**config.mk**
```make
export PLATFORM = sky130hd
export DESIGN_NAME = cc_miss_request_unit
export DESIGN_NICKNAME = d
export VERILOG_FILES = /design/src/rtl/cc_miss_request_unit_pkg.sv /design/src/rtl/cc_miss_request_unit_counter.sv /design/src/rtl/cc_miss_request_unit.sv
export SDC_FILE = /design/constraint.sdc
export NUM_CORES = 1
export LEC_CHECK = 0
export CORE_MARGIN = 1
export CORE_UTILIZATION = 33
export DETAILED_ROUTE_END_ITERATION = 8
export PLACE_DENSITY = 0.73
export SYNTH_ARGS = -nofsm -noshare
export SYNTH_HDL_FRONTEND = slang
export SYNTH_HIERARCHICAL = 1
export SYNTH_SLANG_ARGS = --single-unit
```
**constraint.sdc**
```tcl
create_clock -name clk -period 2.4 [get_ports clk]
set_input_delay 0.24 -clock clk [delete_from_list [all_inputs] [get_ports clk]]
set_output_delay 0.24 -clock clk [all_outputs]
set_load 0.02 [all_outputs]
```
**src/rtl/cc_miss_request_unit_pkg.sv**
```systemverilog
// Shared types and AXI constants for the cache miss-request path.
package cc_miss_request_unit_pkg;

  typedef enum logic [0:0] {
    S_IDLE,
    S_AR_SEND
  } miss_req_state_t;

  localparam logic [1:0] AXI_BURST_WRAP = 2'b10;
  localparam logic [2:0] AXI_SIZE_8B    = 3'b011;
  localparam int         LINE_BEATS     = 8;
  localparam int         CNT_W          = 3;

endpackage

```
**src/rtl/cc_miss_request_unit_counter.sv**
```systemverilog
// Outstanding line-fill counter: up on accept, down on the last R beat,
// with a sticky error when a last beat arrives while nothing is outstanding.
module cc_outstanding_counter
  import cc_miss_request_unit_pkg::*;
(
  input  logic             clk,
  input  logic             rst_n,
  input  logic             inc_i,
  input  logic             dec_i,
  output logic [CNT_W-1:0] count_o,
  output logic             err_o
);

  logic [CNT_W-1:0] count_q, count_d;
  logic             err_q, err_d;

  // NOTE: every signal assigned in always_comb gets a default first, so no path can infer a latch.
  always_comb begin
    count_d = count_q;
    err_d   = err_q;
    unique case ({inc_i, dec_i})
      2'b10: if (count_q != '1) count_d = count_q + 1'b1;
      2'b01: begin
        if (count_q == '0) err_d = 1'b1;
        else               count_d = count_q - 1'b1;
      end
      default: ;
    endcase
  end

  // NOTE: sequential state uses non-blocking assignments only, so all flops update together.
  always_ff @(posedge clk or negedge rst_n) begin
    if (!rst_n) begin
      count_q <= '0;
      err_q   <= 1'b0;
    end else begin
      count_q <= count_d;
      err_q   <= err_d;
    end
  end

  assign count_o = count_q;
  assign err_o   = err_q;

endmodule

```
**src/rtl/cc_miss_request_unit.sv**
```systemverilog
// Accepts one read miss at a time, pushes its address to the miss FIFO and
// issues a wrapping critical-word-first AXI read burst for the line.
module cc_miss_request_unit
  import cc_miss_request_unit_pkg::*;
#(
  parameter int ADDR_WIDTH      = 32,
  parameter int BURST_LEN       = LINE_BEATS,
  parameter int MAX_OUTSTANDING = 4,
  parameter int AXI_ID          = 0
) (
  input  logic                  clk,
  input  logic                  rst_n,
  input  logic                  miss_req_valid_i,
  input  logic [ADDR_WIDTH-1:0] miss_req_addr_i,
  output logic                  miss_req_ready_o,
  input  logic                  miss_addr_fifo_full_i,
  output logic                  miss_addr_fifo_wren_o,
  output logic [ADDR_WIDTH-1:0] miss_addr_fifo_wdata_o,
  output logic [3:0]            mem_arid_o,
  output logic [ADDR_WIDTH-1:0] mem_araddr_o,
  output logic [3:0]            mem_arlen_o,
  output logic [2:0]            mem_arsize_o,
  output logic [1:0]            mem_arburst_o,
  output logic                  mem_arvalid_o,
  input  logic                  mem_arready_i,
  input  logic                  mem_rvalid_i,
  input  logic                  mem_rready_i,
  input  logic                  mem_rlast_i,
  output logic [CNT_W-1:0]      outstanding_o,
  output logic                  err_o
);

  localparam logic [CNT_W-1:0] MAX_OUT = CNT_W'(MAX_OUTSTANDING);

  miss_req_state_t       state_q, state_d;
  logic [ADDR_WIDTH-1:0] araddr_q, araddr_d;
  logic [CNT_W-1:0]      outstanding;
  logic                  accept;
  logic                  fill_done;

  // Gating with rst_n keeps ready low during reset even though the FIFO-full
  // input may still be deasserted by an upstream block that is not in reset.
  assign miss_req_ready_o = rst_n && (state_q == S_IDLE) && !miss_addr_fifo_full_i
                            && (outstanding < MAX_OUT);
  assign accept    = miss_req_valid_i && miss_req_ready_o;
  assign fill_done = mem_rvalid_i && mem_rready_i && mem_rlast_i;

  // The FIFO push happens in the accept cycle, one cycle ahead of ARVALID.
  assign miss_addr_fifo_wren_o  = accept;
  assign miss_addr_fifo_wdata_o = miss_req_addr_i;

  always_comb begin
    state_d  = state_q;
    araddr_d = araddr_q;
    unique case (state_q)
      S_IDLE: begin
        if (accept) begin
          state_d  = S_AR_SEND;
          araddr_d = {miss_req_addr_i[ADDR_WIDTH-1:3], 3'b000};
        end
      end
      S_AR_SEND: begin
        if (mem_arready_i) state_d = S_IDLE;
      end
      default: state_d = S_IDLE;
    endcase
  end

  always_ff @(posedge clk or negedge rst_n) begin
    if (!rst_n) begin
      state_q  <= S_IDLE;
      araddr_q <= '0;
    end else begin
      state_q  <= state_d;
      araddr_q <= araddr_d;
    end
  end

  cc_outstanding_counter u_outstanding (
    .clk     (clk),
    .rst_n   (rst_n),
    .inc_i   (accept),
    .dec_i   (fill_done),
    .count_o (outstanding),
    .err_o   (err_o)
  );

  assign mem_arvalid_o = (state_q == S_AR_SEND);
  assign mem_araddr_o  = araddr_q;
  assign mem_arid_o    = 4'(AXI_ID);
  assign mem_arlen_o   = 4'(BURST_LEN - 1);
  assign mem_arsize_o  = AXI_SIZE_8B;
  assign mem_arburst_o = AXI_BURST_WRAP;
  assign outstanding_o = outstanding;

endmodule

```
==> qor.yml <==
synth_edf_count: 0
ir_worst_vdd_mv: 0.340
cts_tree: "yes"
cp_cell_sequence: "nor4b_4 -> nand2_2 -> clkinvlp_4 -> buf_4 -> clkdlybuf4s50_1"
dp.final_hpwl_um: 2620
grt_pass1_vias: 1205
synthMuxAreaShare: 0.219
p_int_mw: 1.47
clkLatencyLatePin_ns: 0.28
grt_max_degree: 35
cts_inserted_buffers: 5
htreeDepth: 2
io_buffers: 101
antenna_found_initial: 0
wl_per_cell_um: 12.0
rsz0062_at_grt: "false"
p_comb_frac: 0.393
cp_data_arrival_time_ns: 2.01
finalCriticalPeriod_ns: 2.25
hold_class: "in -> async"
fin_nets: 265
cp_top_family: "buffers and inverters"
cts_max_path_buffers: 2
overflow: 0
synthTopCellsByArea: "dfrtp_1, mux2_4, buf_4, buf_6, nor4b_4"
synth_xor_area_frac: 0.00445
pwr-share-seq: 0.365
synth.most_common_cell: "buf_4"
cts.sinks: 34
setup_viol: 0
ys_warn_count: 6
max_freq_ghz: 0.444
synth_common_cells: "buf_4, dfrtp_1, mux2_4, inv_1, buf_6"
synth_compound_area_frac: 0.0585
p_sw_mw: 0.614
postRouteAntennaNets: 0
synthCells: 151
ys_types: 29
boundaryPins: 124
tightest_slew_ns: 0.526
slowest_delay_ns: 0.62
grt_use_total: 0.117
r2r_slack_ns: 0.30
ys.flop_type: "dfrtp_1"
crit_buf_inv: 3
drive_above_1_share: 0.249
powerDensity_nw_per_um2: 728
cts_resized: 0
maxSlewViolCount: 0
holdBufCountCts: 0
die_h_um: 79.2
status: "complete, no violations"
drv_cap: 0
place_inst: 289
route.detailed.drc: 0
vias_per_cell: 4.36
synth_top_family_by_area: "buffers and inverters"
finish.utilization: 0.506
tns_ns: 0
swShare: 0.295
n_antenna_cell: 0
required_ns: 2.16
firstDrtPassIters: 4
synth_area_um2: 1970
crit_path_end_kind: "output port"
crit_fanout: 10
startpoint_type: "flip-flop"
synth-seq-cells: 34
cts_setup_buffers: 0
synth_fa_ha_area_frac: 0.0102
ys_async_sr_fraction: 1.00
skew_ns: 0.00565
gp_congestion: 0.728
wl_um: 3550
yosys.area.top_type: "dfrtp_1"
fillers: 508
leakage_nw: 1.29
worst_slack_ns: 0.150
synth_top_cell_area_share: 0.432
die_area_um2: 6280
whs_ns: 0.0406
coreArea_um2: 5640
grt_pass1_wl_um: 5610
finalNonFillerCells: 297
clkTransAtPathRegs_ns: 0.07
syn2layout_area_growth_pct: 45.1
syn_area_per_cell_um2: 13.0
path_class: "reg -> out"
slowest_stage: "clkdlybuf4s50_1"
clockPowerShare: 0.242
min_period_over_period: 0.938
drt_iter0_drc: 22
synth_simple_gate_area_frac: 0.0483
pre_cts_slack_ns: 0.0273
initial_core_util: 0.349
dr_total_vias: 1296
seq_area_frac_synth: 0.432
die_x_um: 79.2
relSlewSlack: 0.649
root_buffer: "clkbuf_8"
final_hold_viol_count: 0
num_rows: 27
logic make-up after synthesis:
family | count (synthesis)
other | 2
DFF | 34
and+or+nand+nor | 11
AOI/OAI and AO/OA | 14
adders and majority gates | 1
xor gates and xnor gates | 1
muxes | 29
buffers and inverters | 59
final timing paths:
kind                                               start                        to  depth (start not counted)
worst max-delay path            u_outstanding/count_o[2]     miss_addr_fifo_wren_o                          5
worst min-delay path                               rst_n          mem_araddr_o[11]                          2
worst max register to register  u_outstanding/count_o[2]  u_outstanding/count_o[2]                          9
worst min register to register       u_outstanding/err_o       u_outstanding/err_o                          1
max in group asynchronous                          rst_n  u_outstanding/count_o[2]                          2
min in group clk                     u_outstanding/err_o       u_outstanding/err_o                          1
routing by layer:
metal  vias up  track usage  part of all wire
li1        591            -                 -
met1       619        0.141              0.42
met2        82        0.191              0.47
met3         4       0.0356             0.092
met4         0       0.0545             0.012
met5         -            0                 0
layout by cell type, fill, tap and decap left out, drive strengths merged, types with 2 or more instances in the layout:
master / instances
clkdlybuf4s50: 100
dfrtp: 34
mux2: 29
conb: 16
clkbuf: 5
inv: 5
buf: 5
nor3b: 3
a22o: 3
o21ai: 2
clkinv: 2
a211oi: 2
flip-flops by register name (all words and copies together) (netlist names):
| signal | cells |
|---|---|
| u_outstanding/err_o | 1 |
| u_outstanding/count_o | 3 |
| mem_arvalid_o | 1 |
| mem_araddr_o | 29 |
layout make-up:
class                      instances  area [µm²]  share of cell area
clock buffer                       5        68.8              0.0241
inverter                           6        26.3             0.00920
sequential                        34         853               0.299
tap                               72        90.1              0.0316
timing repair buffer             105        1040               0.363
clock inverter                     3        40.0              0.0140
multi-input combinational         72         741               0.259
power groups by stage:
stage | Sequential, mW | Clock [mW] | Combinational, mW
4_1_cts | 0.761 | 0.527 | 0.828
2_1_floorplan | 0.919 | 0 | 0.338
6_report | 0.760 | 0.503 | 0.817
3_5_place_dp | 0.768 | 0 | 0.825
3_3_place_gp | 0.766 | 0 | 0.819
5_1_grt | 0.776 | 0.553 | 0.862
metrics by stage:
step                      power [mW]  area [µm²]
final                           2.08        2860
after CTS                       2.12        2860
after detailed placement        1.59        2750
after global placement          1.58        2750
after floorplan                 1.26        2040
after global routing            2.19        2860
worst reg2reg max path, cell delays in order (launching register included):
cell and delay, ns:
dfrtp_2 0.48, nor4b_4 0.08, nand2_2 0.09, clkinvlp_4 0.10
nor2b_4 0.17, inv_2 0.05, fa_1 0.49, nor3b_1 0.18
a21o_1 0.18, a221oi_2 0.20
Note: power is estimated with default switching activity, not from simulation.
